<file path="config.mk">
export PLATFORM = sky130hd
export DESIGN_NAME = tsu_vernier_ctrl
export DESIGN_NICKNAME = d
export VERILOG_FILES = /design/src/rtl/tsu_pkg.sv /design/src/rtl/tsu_gap_mon.sv /design/src/rtl/tsu_vernier_ctrl.sv
export SDC_FILE = /design/constraint.sdc
export NUM_CORES = 1
export LEC_CHECK = 0
export CAP_MARGIN = 20
export CORE_MARGIN = 2
export CORE_UTILIZATION = 46
export CTS_CLUSTER_SIZE = 16
export DETAILED_ROUTE_END_ITERATION = 12
export HOLD_SLACK_MARGIN = 0.03
export PLACE_DENSITY = 0.77
export SLEW_MARGIN = 20
export SYNTH_ARGS = -nofsm -noshare
export SYNTH_HDL_FRONTEND = slang
export SYNTH_HIERARCHICAL = 1
export SYNTH_SLANG_ARGS = --single-unit
</file>
<file path="constraint.sdc">
create_clock -name clk -period 5.43 [get_ports clk]
set_input_delay 1.086 -clock clk [delete_from_list [all_inputs] [get_ports clk]]
set_output_delay 1.086 -clock clk [all_outputs]
set_load 0.01 [all_outputs]
</file>
<file path="src/rtl/tsu_pkg.sv">
// tsu_pkg: shared states, error codes and default widths for the vernier TSU control slice
package tsu_pkg;
  localparam int DEF_FCLK_DIV_BITS = 3;
  localparam int DEF_RAT_PREC_BITS = 32;
  localparam int DEF_GAP_BITS      = 16;
  typedef enum logic [2:0] {IDLE, FLUSH, ARM, LOCK, RUN, ERR} tsu_ctrl_state_e;
  typedef enum logic [1:0] {ERR_NONE, ERR_CFG, ERR_TIMEOUT, ERR_RELOCK} tsu_err_e;
endpackage

</file>
<file path="src/rtl/tsu_gap_mon.sv">
// tsu_gap_mon: inter-event gap counter, previous-gap register, regularity compare and timeout flag
module tsu_gap_mon import tsu_pkg::*; #(
  parameter int GAP_BITS = DEF_GAP_BITS
) (
  input  logic                clk,
  input  logic                rst_n,
  input  logic                clr_i,
  input  logic                evt_i,
  input  logic [GAP_BITS-1:0] timeout_i,
  output logic                regular_o,
  output logic                timeout_o
);
  logic [GAP_BITS-1:0] gap_q, prev_q, gap_cur, diff;
  // gap_cur is the gap as it stands including this cycle, so an event every N cycles measures N
  always_comb begin
    gap_cur   = &gap_q ? gap_q : gap_q + 1'b1;
    diff      = gap_cur >= prev_q ? gap_cur - prev_q : prev_q - gap_cur;
    regular_o = diff <= GAP_BITS'(1);
    timeout_o = timeout_i != '0 && gap_cur == timeout_i;
  end
  // gap restarts on every event and on lock entry; previous gap captured on each event
  always_ff @(posedge clk or negedge rst_n) begin
    if (!rst_n) begin
      gap_q  <= '0;
      prev_q <= '0;
    end else begin
      gap_q <= (clr_i || evt_i) ? '0 : gap_cur;
      if (evt_i) prev_q <= gap_cur;
    end
  end
endmodule

</file>
<file path="src/rtl/tsu_vernier_ctrl.sv">
// tsu_vernier_ctrl: start/flush/arm/lock/monitor sequencer for the vernier TSU; TSU_VERNIER_CTRL_RELOCK_LIMIT_EN enables the relock counter and its error
module tsu_vernier_ctrl import tsu_pkg::*; #(
  parameter int FCLK_DIV_BITS = DEF_FCLK_DIV_BITS,
  parameter int RAT_PREC_BITS = DEF_RAT_PREC_BITS,
  parameter int GAP_BITS      = DEF_GAP_BITS,
  parameter int FLUSH_CYCS    = 8,
  parameter int LOCK_EVTS     = 4
) (
  input  logic                     clk,
  input  logic                     rst_n,
  input  logic                     i_cfg_valid,
  input  logic [FCLK_DIV_BITS-1:0] i_fclk_div,
  input  logic [RAT_PREC_BITS-1:0] i_num,
  input  logic [RAT_PREC_BITS-1:0] i_denom,
  input  logic [GAP_BITS-1:0]      i_evt_timeout,
  input  logic                     i_start,
  input  logic                     i_stop,
  input  logic                     i_evt,
  output logic [FCLK_DIV_BITS-1:0] o_cfg_fclk_div,
  output logic [RAT_PREC_BITS-1:0] o_cfg_num,
  output logic [RAT_PREC_BITS-1:0] o_cfg_denom,
  output logic                     o_dp_rst_n,
  output logic                     o_vernier_start,
  output logic                     o_vernier_ready,
  output logic                     o_vernier_error,
  output logic [1:0]               o_err_code,
  output logic [7:0]               o_relock_cnt
);
  localparam int FW = $clog2(FLUSH_CYCS + 1);
  localparam int LW = $clog2(LOCK_EVTS + 1);
  tsu_ctrl_state_e          state_q;
  tsu_err_e                 err_code_q;
  logic [FCLK_DIV_BITS-1:0] div_q;
  logic [RAT_PREC_BITS-1:0] num_q, denom_q;
  logic [FW-1:0]            flush_cnt_q;
  logic [LW-1:0]            lock_cnt_q, lock_cnt_d;
  logic                     first_q, dp_rst_n_q, vstart_q, ready_q, error_q;
  logic                     cfg_legal, trk, evt_act, regular, timeout;
`ifdef TSU_VERNIER_CTRL_RELOCK_LIMIT_EN
  logic [7:0]               relock_q;
`endif
  // legality of the shadowed config and event qualification for the tracking states
  always_comb begin
    cfg_legal  = (div_q == FCLK_DIV_BITS'(1) || (div_q != '0 && !div_q[0])) && num_q != '0 && denom_q != '0;
    trk        = state_q == LOCK || state_q == RUN;
    evt_act    = i_evt && trk;
    lock_cnt_d = lock_cnt_q + 1'b1;
  end
  tsu_gap_mon #(.GAP_BITS(GAP_BITS)) u_gap_mon (
    .clk       (clk),
    .rst_n     (rst_n),
    .clr_i     (state_q == ARM),
    .evt_i     (evt_act),
    .timeout_i (i_evt_timeout),
    .regular_o (regular),
    .timeout_o (timeout)
  );
  // sequencer with every output registered alongside its state transition
  always_ff @(posedge clk or negedge rst_n) begin
    if (!rst_n) begin
      state_q     <= IDLE;
      err_code_q  <= ERR_NONE;
      div_q       <= '0;
      num_q       <= '0;
      denom_q     <= '0;
      flush_cnt_q <= '0;
      lock_cnt_q  <= '0;
      first_q     <= 1'b0;
      dp_rst_n_q  <= 1'b0;
      vstart_q    <= 1'b0;
      ready_q     <= 1'b0;
      error_q     <= 1'b0;
`ifdef TSU_VERNIER_CTRL_RELOCK_LIMIT_EN
      relock_q    <= '0;
`endif
    end else begin
      vstart_q <= 1'b0;
      if (i_cfg_valid && (state_q == IDLE || state_q == ERR)) begin
        div_q   <= i_fclk_div;
        num_q   <= i_num;
        denom_q <= i_denom;
      end
      if (i_stop) begin
        state_q    <= IDLE;
        dp_rst_n_q <= 1'b0;
        ready_q    <= 1'b0;
        error_q    <= 1'b0;
        err_code_q <= ERR_NONE;
      end else begin
        case (state_q)
          IDLE, ERR: if (i_start) begin
            state_q     <= cfg_legal ? FLUSH : ERR;
            error_q     <= !cfg_legal;
            err_code_q  <= cfg_legal ? ERR_NONE : ERR_CFG;
            flush_cnt_q <= '0;
          end
          FLUSH: begin
            flush_cnt_q <= flush_cnt_q + 1'b1;
            if (flush_cnt_q == FW'(FLUSH_CYCS - 1)) begin
              state_q    <= ARM;
              dp_rst_n_q <= 1'b1;
              vstart_q   <= 1'b1;
`ifdef TSU_VERNIER_CTRL_RELOCK_LIMIT_EN
              relock_q   <= '0;
`endif
            end
          end
          ARM: begin
            state_q    <= LOCK;
            lock_cnt_q <= '0;
            first_q    <= 1'b1;
          end
          LOCK, RUN: if (timeout) begin
            state_q    <= ERR;
            error_q    <= 1'b1;
            err_code_q <= ERR_TIMEOUT;
            dp_rst_n_q <= 1'b0;
            ready_q    <= 1'b0;
          end else if (evt_act && state_q == LOCK) begin
            if (first_q) first_q <= 1'b0;
            else if (regular) begin
              lock_cnt_q <= lock_cnt_d;
              if (lock_cnt_d == LW'(LOCK_EVTS)) begin
                state_q <= RUN;
                ready_q <= 1'b1;
              end
            end else begin
              lock_cnt_q <= LW'(1);
`ifdef TSU_VERNIER_CTRL_RELOCK_LIMIT_EN
              relock_q <= relock_q + {7'd0, ~&relock_q};
              if (relock_q == 8'hFE) begin
                state_q    <= ERR;
                error_q    <= 1'b1;
                err_code_q <= ERR_RELOCK;
                dp_rst_n_q <= 1'b0;
              end
`endif
            end
          end
          default: state_q <= IDLE;
        endcase
      end
    end
  end
  assign o_cfg_fclk_div  = div_q;
  assign o_cfg_num       = num_q;
  assign o_cfg_denom     = denom_q;
  assign o_dp_rst_n      = dp_rst_n_q;
  assign o_vernier_start = vstart_q;
  assign o_vernier_ready = ready_q;
  assign o_vernier_error = error_q;
  assign o_err_code      = err_code_q;
`ifdef TSU_VERNIER_CTRL_RELOCK_LIMIT_EN
  assign o_relock_cnt    = relock_q;
`else
  assign o_relock_cnt    = '0;
`endif
endmodule
</file>
==> results.json <==
{
  "status": "finished clean",
  "synth_most_common_cell": "dfrtp_1",
  "cts_root_buf": "clkbuf_16",
  "vias_per_cell": 5.48,
  "place_inst": 1132,
  "synthAdderAreaFrac_pct": 6.53,
  "ios": 170,
  "dominantRegCellSynth": "dfrtp_1",
  "synth_mux_area_share_pct": 10.8,
  "die_w_um": 130,
  "synth_area_um2": 7320,
  "ctsHoldBuffers": 0,
  "hold_path_end": "flush_cnt_q[3]",
  "worst_slack_ps": 332,
  "cp_max_fo": 6,
  "synth_compound_area_share_pct": 13.8,
  "ys_types": 83,
  "finalCritPeriodShare_pct": 93.9,
  "vias": 6391,
  "ys_async_sr_fraction_pct": 100,
  "r2r_end": "state_q[1]",
  "drt-pass1-iter-count": 5,
  "worstMarginPinSlew_ps": 916,
  "rsz0062_at_grt": "false",
  "num-fill-cells": 1269,
  "worstReg2RegStart": "u_gap_mon/gap_q[4]",
  "synth_edf_count": 0,
  "gp_congestion": 0.911,
  "clock_sinks": 116,
  "antenna_found_initial": 0,
  "maxCapViolCount": 0,
  "ff2ff_setup_slack_ps": 330,
  "min_from": "flush_cnt_q[3]",
  "io_buffer_count": 161,
  "rr_worst_depth": 20,
  "drt-initial-drc-count": 374,
  "wirelength_mm": 19.8,
  "final_max_slew_viol_count": 0,
  "final_nets": 1064,
  "yosysSeqAreaShare_pct": 39.7,
  "clockBufferDepth": 2,
  "syn_area_per_cell_um2": 9.60,
  "synth_top_area_share_pct": 39.7,
  "antenna_left": 0,
  "clock_latency_ps": 420,
  "hold_path.class": "register to register",
  "area_growth_pct": 35.2,
  "dp_slack_ps": -5.79,
  "synth-seq-cells": 116,
  "grt_usage_pct": 23.9,
  "vdd_drop_max_mv": 0.349,
  "synthTopCellsByCount": "116 x dfrtp_1, 82 x nor2_1, 59 x mux2_2, 48 x a21oi_1, 43 x inv_1",
  "synth_top_family_by_area": "simple AND/OR/NAND/NOR gates",
  "wl_per_cell_um": 16.9,
  "dp_hpwl_mm": 14.7,
  "synth_simple_gate_area_share_pct": 17.8,
  "critical_path_class": "register to register",
  "cts_tree": "done",
  "yosys-top-cells-area": "dfrtp_1 40%, mux2_2 9.1%, ha_1 6.0%",
  "cts_buffers": 17,
  "endpoint_kind": "register",
  "whs_path_depth": 1,
  "yosysWarnings": 6,
  "start_util_pct": 46.6,
  "synthCells": 762,
  "post-route-util_pct": 63.0,
  "fmax_ghz": 0.196,
  "yosysTopAreaCell": "dfrtp_1",
  "leakagePower_nw": 4.21,
  "grt_max_degree": 72,
  "min_period_ps": 5100,
  "rows": 46,
  "crit_required_ps": 5730,
  "gr-total-overflow": 0,
  "grt_pass1_vias": 6224,
  "cp_data_arrival_time_ps": 5400,
  "start_kind": "register",
  "power_density_nw_per_um2": 582,
  "finalSetupViolCount": 0,
  "synth-xor-area-share_pct": 5.23,
  "die-area_um2": 16900,
  "finalNonFillerCells": 1167,
  "h-tree-depth": 4,
  "antenna_cells": 0,
  "drc": 0,
  "hold_viol": 0,
  "drive_above_1_share_pct": 18.2,
  "path_clk_slew_ps": 60,
  "power.total_mw": 5.76,
  "grt_pass1_wl_mm": 31.6,
  "die_height_um": 130,
  "fin_skew_ps": 9.09,
  "slew_headroom_pct": 38.9,
  "core_area_um2": 15700
}
## critical path, stage by stage, from the launching register on
cell	delay (ps)
dfrtp_1	410
nand4_4	180
nor3_2	350
nand4_2	280
nor2_2	240
nor2_1	60
a21oi_1	300
ha_1	310
nand2_1	130
nor2_1	250
o21ai_1	100
a21oi_1	220
nand2b_1	220
nand3_1	110
nor2b_1	130
nor2_1	80
a2111oi_4	360
nand4_1	140
or4_4	540
a32o_1	310
a22o_2	260
## per-layer routing
| layer | vias up | track usage, % | wire (um) |
|---|---|---|---|
| met5 | - | 0 | 0 |
| met4 | 0 | 8.86 | 438 |
| met3 | 35 | 8.08 | 1710 |
| met2 | 266 | 38.8 | 9580 |
| met1 | 3031 | 29.8 | 8050 |
| li1 | 3059 | - | - |
## power breakdown
part	internal (mW)	total (mW)	leakage (nW)	switching [mW]
registers	1.22	1.56	1.43	0.340
clock network	0.759	1.16	0.300	0.406
logic	1.51	3.03	2.48	1.52
## what timing repair did
action,4_1_cts,5_1_grt
pin swaps,0,7
buffers inserted,0,3
gates resized for setup,2,20
endpoints found under the setup margin,3,4
## cells in the final DEF, fill, tap and decap left out, types with 28 or more instances in the layout
| cell | Yosys | final |
|---|---|---|
| o21ai_0 | 31 | 31 |
| a21oi_1 | 48 | 46 |
| nand2_1 | 37 | 37 |
| dfrtp_1 | 116 | 114 |
| ha_1 | 35 | 28 |
| buf_4 | 9 | 34 |
| clkdlybuf4s50_1 | 0 | 160 |
| mux2_2 | 59 | 59 |
| nor2_1 | 82 | 80 |
| inv_1 | 43 | 43 |
## worst max-delay path by stage
stage | from | endpoint | slack, ps
6_report | u_gap_mon/gap_q[4] | state_q[1] | 330
5_1_grt | u_gap_mon/gap_q[5] | state_q[1] | 2
4_1_cts | u_gap_mon/gap_q[5] | state_q[1] | 70
3_5_place_dp | u_gap_mon/gap_q[5] | state_q[1] | -6
3_3_place_gp | u_gap_mon/gap_q[5] | state_q[1] | 120
2_1_floorplan | u_gap_mon/gap_q[12] | state_q[1] | 60
## registers in the layout, summed over array words and instances, names as in the netlist
signal and flops:
first_q 1, o_cfg_fclk_div 3, lock_cnt_q 3, o_vernier_ready 1
o_err_code 2, o_vernier_error 1, u_gap_mon/gap_q 16, o_cfg_num 32
state_q 3, flush_cnt_q 4, o_vernier_start 1, o_dp_rst_n 1
u_gap_mon/prev_q 16, o_cfg_denom 32
## cell families (layout without fill, tap and decap cells)
family | Yosys count | after routing
AND/OR/NAND/NOR | 250 | 250
AO/OA/AOI/OAI | 161 | 161
flip-flops | 116 | 116
buffers and inverters | 88 | 270
multiplexers | 70 | 70
XOR/XNOR | 39 | 39
adder cells (fa/ha/maj) | 37 | 37
other | 1 | 8
## layout make-up
class | instances | area, um^2 | area share, %
Multi-Input combinational cell | 565 | 4070 | 41.2
Timing Repair Buffer | 194 | 1860 | 18.8
Tap cell | 216 | 270 | 2.73
Sequential cell | 116 | 2910 | 29.4
Clock inverter | 11 | 150 | 1.52
Inverter | 44 | 165 | 1.67
Clock buffer | 21 | 470 | 4.76
## per-stage QoR
| stage | TNS [ps] | instance area (um^2) | hold WS, ps |
|---|---|---|---|
| after floorplan | 0 | 7340 | 439 |
| after global placement | 0 | 9160 | 459 |
| after detailed placement | -5.79 | 9160 | 461 |
| after CTS | 0 | 9790 | 485 |
| after global routing | 0 | 9890 | 491 |
| final | 0 | 9890 | 479 |
Power figures use the tool's default switching activity.
